### config.mk
export PLATFORM = sky130hd
export DESIGN_NAME = fetch_queue_flat
export DESIGN_NICKNAME = d
export VERILOG_FILES = /design/src/rtl/fetch_queue_if.sv /design/src/rtl/fetch_queue.sv /design/src/flat_wrapper.sv
export SDC_FILE = /design/constraint.sdc
export NUM_CORES = 1
export LEC_CHECK = 0
export CELL_PAD_IN_SITES_DETAIL_PLACEMENT = 1
export CELL_PAD_IN_SITES_GLOBAL_PLACEMENT = 1
export CORE_MARGIN = 8
export CORE_UTILIZATION = 48
export CTS_CLUSTER_DIAMETER = 50
export CTS_CLUSTER_SIZE = 14
export DETAILED_ROUTE_END_ITERATION = 7
export PLACE_DENSITY = 0.91
export RECOVER_POWER = 50
export SYNTH_ARGS = -nofsm -noshare
export SYNTH_HDL_FRONTEND = slang
export SYNTH_SLANG_ARGS = --single-unit
### constraint.sdc
create_clock -name clk -period 3.7 [get_ports clk]
set_input_delay 0.37 -clock clk [delete_from_list [all_inputs] [get_ports clk]]
set_output_delay 0.37 -clock clk [all_outputs]
set_load 0.02 [all_outputs]
### src/rtl/fetch_queue_if.sv
// ---------------------------------------------------------------------------
// | fetch_queue_if : push/pop/flush bundle between PC stage, queue, ID stage |
// | Revision 1.0                                                            |
// ---------------------------------------------------------------------------
`default_nettype none

interface fetch_queue_if #(
  parameter int PTR_W = 2
);
  logic             flush;
  logic             push_valid;
  logic [31:0]      push_pc;
  logic [31:0]      push_inst;
  logic [7:0]       push_exc;
  logic             full;
  logic             pop_ready;
  logic             pop_valid;
  logic [31:0]      pop_pc;
  logic [31:0]      pop_inst;
  logic [7:0]       pop_exc;
  logic [PTR_W:0]   count;

  modport master (
    output flush, push_valid, push_pc, push_inst, push_exc, pop_ready,
    input  full, pop_valid, pop_pc, pop_inst, pop_exc, count
  );

  modport slave (
    input  flush, push_valid, push_pc, push_inst, push_exc, pop_ready,
    output full, pop_valid, pop_pc, pop_inst, pop_exc, count
  );
endinterface

`default_nettype wire

### src/rtl/fetch_queue.sv
// ---------------------------------------------------------------------------
// | fetch_queue : instruction fetch FIFO between PC stage and ID stage       |
// | Optional same-cycle bypass when empty: define FETCH_QUEUE_BYPASS_EN      |
// | Revision 1.0                                                            |
// ---------------------------------------------------------------------------
`default_nettype none

module fetch_queue #(
  parameter int DEPTH = 4,
  parameter int PTR_W = 2
) (
  input  wire logic        clk,
  input  wire logic        rst_n,
  fetch_queue_if.slave     bus
);

  typedef struct packed {
    logic [31:0] pc;
    logic [31:0] inst;
    logic [7:0]  exc;
  } entry_t;

  localparam logic [PTR_W:0]   c_depth   = (PTR_W+1)'(DEPTH);
  localparam logic [PTR_W:0]   c_cnt_one = (PTR_W+1)'(1);
  localparam logic [PTR_W-1:0] c_ptr_one = PTR_W'(1);

  entry_t           r_mem [DEPTH];
  logic [PTR_W-1:0] r_wp;
  logic [PTR_W-1:0] r_rp;
  logic [PTR_W:0]   r_count;

  entry_t w_push_entry;
  entry_t w_head;
  logic   w_empty;
  logic   w_full;
  logic   w_bypass;
  logic   w_pop_valid;
  logic   w_push_fire;
  logic   w_pop_fire;
  logic   w_bypass_take;
  logic   w_wr;
  logic   w_rd;

  // A faulting fetch carries no usable instruction, so it is stored as a NOP.
  always_comb begin
    w_push_entry.pc   = bus.push_pc;
    w_push_entry.inst = (bus.push_exc != 8'h00) ? 32'h0000_0000 : bus.push_inst;
    w_push_entry.exc  = bus.push_exc;
  end

  assign w_empty = (r_count == '0);
  assign w_full  = (r_count == c_depth);

`ifdef FETCH_QUEUE_BYPASS_EN
  assign w_bypass = w_empty && bus.push_valid && !bus.flush;
`else
  assign w_bypass = 1'b0;
`endif

  assign w_pop_valid   = !w_empty || w_bypass;
  assign w_push_fire   = bus.push_valid && !w_full && !bus.flush;
  assign w_pop_fire    = w_pop_valid && bus.pop_ready && !bus.flush;
  // A bypassed entry consumed in the same cycle never touches the array.
  assign w_bypass_take = w_bypass && bus.pop_ready;
  assign w_wr          = w_push_fire && !w_bypass_take;
  assign w_rd          = w_pop_fire && !w_bypass_take;

  always_ff @(posedge clk) begin
    if (w_wr) begin
      r_mem[r_wp] <= w_push_entry;
    end
  end

  always_ff @(posedge clk or negedge rst_n) begin
    if (!rst_n) begin
      r_wp    <= '0;
      r_rp    <= '0;
      r_count <= '0;
    end else if (bus.flush) begin
      r_wp    <= '0;
      r_rp    <= '0;
      r_count <= '0;
    end else begin
      if (w_wr) begin
        r_wp <= r_wp + c_ptr_one;
      end
      if (w_rd) begin
        r_rp <= r_rp + c_ptr_one;
      end
      if (w_wr && !w_rd) begin
        r_count <= r_count + c_cnt_one;
      end else if (w_rd && !w_wr) begin
        r_count <= r_count - c_cnt_one;
      end
    end
  end

  always_comb begin
    w_head = '0;
    if (w_bypass) begin
      w_head = w_push_entry;
    end else if (!w_empty) begin
      w_head = r_mem[r_rp];
    end
  end

  assign bus.full      = w_full;
  assign bus.count     = r_count;
  assign bus.pop_valid = w_pop_valid;
  assign bus.pop_pc    = w_head.pc;
  assign bus.pop_inst  = w_head.inst;
  assign bus.pop_exc   = w_head.exc;

endmodule

`default_nettype wire
### src/flat_wrapper.sv
// flat-port wrapper written by rule: the top's interface ports become plain ports
module fetch_queue_flat 
#(
  parameter int DEPTH = 4,
  parameter int PTR_W = 2
)
  (clk, rst_n, bus_flush, bus_push_valid, bus_push_pc, bus_push_inst, bus_push_exc, bus_pop_ready, bus_full, bus_pop_valid, bus_pop_pc, bus_pop_inst, bus_pop_exc, bus_count);
  fetch_queue_if #(.PTR_W(PTR_W)) bus_i ();
  input  wire logic clk;
  input  wire logic rst_n;
  input wire logic [$bits(bus_i.flush)-1:0] bus_flush;
  input wire logic [$bits(bus_i.push_valid)-1:0] bus_push_valid;
  input wire logic [$bits(bus_i.push_pc)-1:0] bus_push_pc;
  input wire logic [$bits(bus_i.push_inst)-1:0] bus_push_inst;
  input wire logic [$bits(bus_i.push_exc)-1:0] bus_push_exc;
  input wire logic [$bits(bus_i.pop_ready)-1:0] bus_pop_ready;
  output wire logic [$bits(bus_i.full)-1:0] bus_full;
  output wire logic [$bits(bus_i.pop_valid)-1:0] bus_pop_valid;
  output wire logic [$bits(bus_i.pop_pc)-1:0] bus_pop_pc;
  output wire logic [$bits(bus_i.pop_inst)-1:0] bus_pop_inst;
  output wire logic [$bits(bus_i.pop_exc)-1:0] bus_pop_exc;
  output wire logic [$bits(bus_i.count)-1:0] bus_count;
  assign bus_i.flush = bus_flush;
  assign bus_i.push_valid = bus_push_valid;
  assign bus_i.push_pc = bus_push_pc;
  assign bus_i.push_inst = bus_push_inst;
  assign bus_i.push_exc = bus_push_exc;
  assign bus_i.pop_ready = bus_pop_ready;
  assign bus_full = bus_i.full;
  assign bus_pop_valid = bus_i.pop_valid;
  assign bus_pop_pc = bus_i.pop_pc;
  assign bus_pop_inst = bus_i.pop_inst;
  assign bus_pop_exc = bus_i.pop_exc;
  assign bus_count = bus_i.count;
  fetch_queue #(.DEPTH(DEPTH), .PTR_W(PTR_W)) u_core (.clk(clk), .rst_n(rst_n), .bus(bus_i));
endmodule
==> results of run 1 <==
-- through the flow --
step	cell area (µm²)	util, %
finish	14500	60.3
global route	14500	60.3
CTS	14600	60.4
detailed placement	13600	56.3
global placement	13600	56.3
floorplan	11700	-
-- worst max-delay path, cell delays in order (launching register included) --
cell,delay [ns]
dfrtp_1,0.48
or3_2,0.82
buf_4,0.39
and2_1,0.21
clkdlybuf4s50_1,0.55
-- power groups by stage --
stage	Sequential, mW	Combinational (mW)	Clock, mW
2_1_floorplan	4.03	2.21	0
3_3_place_gp	4.09	3.66	0
3_5_place_dp	4.13	3.75	0
4_1_cts	4.06	3.79	3.05
5_1_grt	4.08	3.93	3.15
6_report	4.05	3.68	2.99
-- final cells by class --
| type | instances | share of cell area [%] |
|---|---|---|
| Clock buffer | 34 | 5.41 |
| Clock inverter | 18 | 1.29 |
| Sequential cell | 295 | 60.7 |
| Inverter | 4 | 0.103 |
| Multi-Input combinational cell | 222 | 18.0 |
| Timing Repair Buffer | 164 | 11.7 |
| Tap cell | 324 | 2.79 |
| Antenna cell | 1 | 0.0172 |
-- final timing paths --
kind                       depth (start not counted)  slack [ns]                  end
setup / recovery                                   4        0.30       bus_pop_pc[28]
hold / removal                                     1        0.18  u_core.bus.count[1]
setup reg to reg                                   5        0.36  u_core.r_mem[2][31]
hold reg to reg                                    2        0.65       u_core.r_wp[1]
max in group asynchronous                          1        3.20       u_core.r_rp[1]
min in group clk                                   1        0.53  u_core.r_mem[3][48]
-- routing by layer --
metal	global-route usage [%]	wire length, µm	share of wire (%)
met5	0	37	0.14
met4	4.01	461	1.7
met3	3.99	1620	6.1
met2	32.3	13900	52
met1	22.6	10500	40
-- registers in the layout (all words and copies together), names as in the netlist --
signal	cells
u_core.r_wp	2
u_core.bus.count	3
u_core.r_rp	2
u_core.r_mem	288
-- cell usage after synthesis --
| master | n | share of area (%) |
|---|---|---|
| a21bo_2 | 1 | 0.086 |
| a21boi_0 | 1 | 0.064 |
| a221oi_1 | 1 | 0.075 |
| a311oi_1 | 1 | 0.075 |
| a31oi_1 | 1 | 0.054 |
| and2_1 | 110 | 5.9 |
| and3b_1 | 1 | 0.075 |
| buf_2 | 10 | 0.43 |
| buf_4 | 1 | 0.064 |
| buf_6 | 10 | 0.97 |
| clkbuf_1 | 8 | 0.26 |
| dfrtp_1 | 7 | 1.5 |
| edfxtp_1 | 288 | 74 |
| fa_1 | 1 | 0.17 |
| ha_1 | 4 | 0.43 |
| inv_1 | 4 | 0.13 |
| mux2i_1 | 1 | 0.086 |
| mux4_2 | 72 | 14 |
| nand2_1 | 3 | 0.097 |
| nand3_1 | 1 | 0.043 |
| nor2_1 | 8 | 0.26 |
| nor2_4 | 1 | 0.097 |
| nor3_1 | 1 | 0.043 |
| nor4b_1 | 1 | 0.075 |
| o21ai_0 | 3 | 0.13 |
| o311a_1 | 1 | 0.086 |
| or3_1 | 1 | 0.054 |
| or4_1 | 1 | 0.064 |
| or4_4 | 1 | 0.097 |
| xnor2_1 | 2 | 0.15 |
| xor2_1 | 4 | 0.30 |
-- logic make-up after synthesis --
family / after synthesis / share of synthesized area (%)
flip-flops: 295 / 75.7
multiplexers: 73 / 14.0
AND/OR/NAND/NOR: 129 / 6.81
AO/OA/AOI/OAI: 9 / 0.569
XOR/XNOR: 6 / 0.451
buffers and inverters: 33 / 1.85
adder cells (fa/ha/maj): 5 / 0.601
==> out/qor.yml, run 1 <==
dp.cells: 1009
syn_inst: 550
syn_nets: 632
area_growth_pct: 24.8
slew_viol_final: 92
dp_hpwl_um: 16900
io-pin-count: 154
drt-total-wl_um: 26600
worstSetupPathType: "reg -> out"
tns_ns: 0
dr.pass1.iters: 4
switching_share_pct: 30.6
cts_buffer_depth: 3
power_mw: 10.7
root_buffer: "clkbuf_16"
post-route-period-util_pct: 92.0
final_common_cell: "edfxtp_1"
p_clk_share_pct: 27.9
critPathMaxFanout: 39
power_frac_seq_pct: 37.8
grt_pass1_vias: 6673
ir_worst_vdd_mv: 0.462
fin_nets: 799
dr_total_vias: 5813
holdWs_ns: 0.176
fin_skew_ns: 0.0184
drive_gt1_share_pct: 18.0
cap_violations: 3
gp_congestion: 0.761
synth-seq-cells: 295
final_cell_mix: "288 x edfxtp_1, 109 x clkdlybuf4s50_1, 76 x and2_1"
detail-route-antenna-nets: 0
routedWlPerCell_um: 25.0
numPortBuffers: 153
hold_buffers: 0
p_leak_nw: 4.77
tightest_slew_ns: 2.13
initial_core_util_pct: 48.3
cts_htree_levels: 1
cts_resized: 0
min_path_type: "in -> async"
grtUsageTotal_pct: 18.2
power_density_nw_per_um2: 737
yosys_warnings: 0
slew_headroom_pct: -42.7
numCtsBuffers: 30
seqCellArea_um2: 8830
grt_overflow: 0
outcome: "complete, but fails checks"
p_sw_mw: 3.28
post-cts-setup-buffers: 0
cts.sinks: 295
die_h_um: 172
die-area_um2: 29500
fin_crit_ns: 3.40
cp_data_arrival_time_ns: 3.03
rows: 57
syn-cell-area_um2: 11700
comb_power_share_pct: 34.3
clkSlewWorstSetupHoldPaths_ns: 0.06
worstPathRequired_ns: 3.33
setup_viol: 0
final-hold-violation-count: 0
finalNonFillerCells: 1062
clock_latency_ns: 0.54
setup_ws_ns: 0.296
die_width_um: 172
violations: "capacitance limit, slew limit"
max_freq_ghz: 0.294
antenna_found_initial: 4
timing.rr.start: "u_core.bus.count[0]"
cts_tree: "built"
multi_input_area_um2: 2610
p_int_mw: 7.44
startpoint_type: "register"
core-area_um2: 24100
pre_cts_ws_ns: 0.353
setup.worst_path.end_class: "primary output"
fillers: 2106
grt_pass1_wl_um: 40300
drcViolationCount: 0
ys_seq_area_share_pct: 75.7
viasPerCell: 5.47
critPathLaunch: "u_core.bus.count[0]"
grt_max_degree: 46
postSynthAreaPerCell_um2: 21.2
rsz0062_at_grt: "no"
ys_types: 31
drt_iter0_drc: 265
No activity file was read; power rests on OpenSTA's default activity.
==> inputs of run 2 (changes only) <==
SLEW_MARGIN = 20   (was default)
==> results of run 2 <==
The final DEF is identical to that of run 1; final timing and power are the same.
==> inputs of run 3 (changes only) <==
CORE_UTILIZATION = 30   (was 48)
DONT_BUFFER_PORTS = 1   (was default)
PLACE_DENSITY = 0.59   (was 0.91)
==> out/qor.yml, run 3 (synthesis results as in run 1) <==
regMostFlops: "u_core.r_mem"
grt_pass1_vias: 6117  # -8.3%
cts_buffer_depth: 3  # unchanged
fillers: 3760  # +79%
post-route-period-util_pct: 80.3  # -12 points
power_density_nw_per_um2: 733  # -0.56%
drcViolationCount: 0  # unchanged
antenna_found_initial: 2  # -2
worstPathRequired_ns: 3.88  # +0.55 ns
pre_cts_ws_ns: 1.00  # +0.648 ns
numCtsBuffers: 34  # +13%
power_frac_seq_pct: 39.6  # +1.8 points
cp_data_arrival_time_ns: 3.15  # +0.12 ns
startpoint_type: "register"
cts_resized: 0  # unchanged
viasPerCell: 4.60  # -16%
slew_viol_final: 33  # -64%
cap_violations: 1  # -2
largest_reg_flops: 288  # unchanged
slew_headroom_pct: -31.8  # +11 points
tightest_slew_ns: 1.97  # -0.163 ns
clkSlewWorstSetupHoldPaths_ns: 0.05  # about the same
p_int_mw: 6.94  # -6.7%
comb_power_share_pct: 26.2  # -8.1 points
drt-total-wl_um: 25800  # -2.8%
cts.sinks: 295  # unchanged
max_freq_ghz: 0.337  # +15%
finalNonFillerCells: 1153  # +8.6%
final_cell_mix: "288 x edfxtp_1, 73 x and2_1, 72 x mux4_2"
detail-route-antenna-nets: 0  # unchanged
core-area_um2: 38500  # +60%
grtUsageTotal_pct: 11.3  # -6.8 points
grt_pass1_wl_um: 38700  # -3.8%
final_common_cell: "edfxtp_1"
setup_ws_ns: 0.729  # +0.433 ns
grt_max_degree: 76  # +65%
tns_ns: 0  # unchanged
p_leak_nw: 4.42  # -7.4%
setup_viol: 0  # unchanged
dr.pass1.iters: 4  # unchanged
die_width_um: 213  # +24%
dr_total_vias: 5299  # -8.8%
critPathMaxFanout: 37  # -5.1%
switching_share_pct: 31.6  # +0.97 points
die-area_um2: 45400  # +54%
violations: "capacitance limit, slew limit"
p_sw_mw: 3.20  # -2.4%
dp.cells: 1047  # +3.8%
initial_core_util_pct: 30.3  # -18 points
fin_nets: 689  # -14%
drive_gt1_share_pct: 22.1  # +4.1 points
gp_congestion: 0.702  # -7.7%
rsz0062_at_grt: "no"
numPortBuffers: 0  # -100%
seqCellArea_um2: 8830  # unchanged
cts_htree_levels: 2  # +1
min_path_type: "in -> reg"
drt_iter0_drc: 240  # -9.4%
setup.worst_path.end_class: "register"
finalCoreUtilization_pct: 36.0  # -24 points
outcome: "complete, but fails checks"
final-hold-violation-count: 0  # unchanged
fin_skew_ns: 0.0143  # -0.00407 ns
cts_tree: "built"
area_growth_pct: 18.8
p_clk_share_pct: 34.1  # +6.2 points
io-pin-count: 154  # unchanged
multi_input_area_um2: 2610  # about the same
grt_overflow: 0  # unchanged
hold_buffers: 42  # +42
clock_latency_ns: 0.51  # -0.03 ns
die_h_um: 213  # +24%
dp_hpwl_um: 15200  # -10%
ir_worst_vdd_mv: 0.471  # +1.9%
rows: 72  # +26%
fin_crit_ns: 2.97  # -0.433 ns
routedWlPerCell_um: 22.4  # -10%
post-cts-setup-buffers: 0  # unchanged
worstSetupPathType: "reg -> reg"
root_buffer: "clkbuf_16"
[run 3: critical path, cell delays in order (launching register included)]
cell     delay [ns]
dfrtp_1        0.59
nor2_1         0.17
a21bo_1        0.29
nor2_1         0.25
and2_2         0.91
buf_12         0.36
[run 3: power by group through the flow]
stage               clock network, mW  registers [mW]  logic, mW
floorplan                           0            4.03       2.21
global placement                    0            4.07       2.66
detailed placement                  0            4.10       2.69
CTS                              3.57            4.03       2.77
global route                     3.67            4.04       2.90
finish                           3.46            4.02       2.66
[run 3: final cells by class]
class / instances / share of cell area, %
repair buffers: 50 / 3.92
well taps: 518 / 4.68
clock inverters: 19 / 1.73
inverters: 4 / 0.108
clock buffers: 43 / 6.85
diodes: 2 / 0.0362
multi-input cells: 222 / 18.9
flip-flops and latches: 295 / 63.8
[run 3: stage by stage]
step	instance area [µm²]	hold slack, ns	total power, mW
3_3_place_gp	12200	0.0747	6.73
6_report	13800	0.0580	10.1
3_5_place_dp	12200	0.0747	6.79
2_1_floorplan	11700	0.0744	6.24
5_1_grt	13800	0.0527	10.6
4_1_cts	13800	0.0162	10.4
[run 3: metal layers]
metal / vias up / GRT usage (%) / wire length, µm
met1: 2800 / 14.6 / 11500
li1: 2313 / - / -
met2: 143 / 18.4 / 12300
met4: 2 / 3.83 / 583
met3: 41 / 3.05 / 1510
met5: - / 0 / 13
[run 3: path summary, 6_finish.rpt]
check | from | endpoint | slack [ns] | cells after the start
min in group asynchronous | rst_n | u_core.bus.count[1] | 0.20 | 1
hold / removal | bus_flush | u_core.bus.count[2] | 0.06 | 2
setup reg to reg | u_core.bus.count[0] | u_core.r_mem[2][38] | 0.73 | 5
max in group asynchronous | rst_n | u_core.r_rp[1] | 3.23 | 1
setup / recovery | u_core.bus.count[0] | u_core.r_mem[2][38] | 0.73 | 5
hold reg to reg | u_core.r_wp[1] | u_core.r_wp[1] | 0.63 | 2
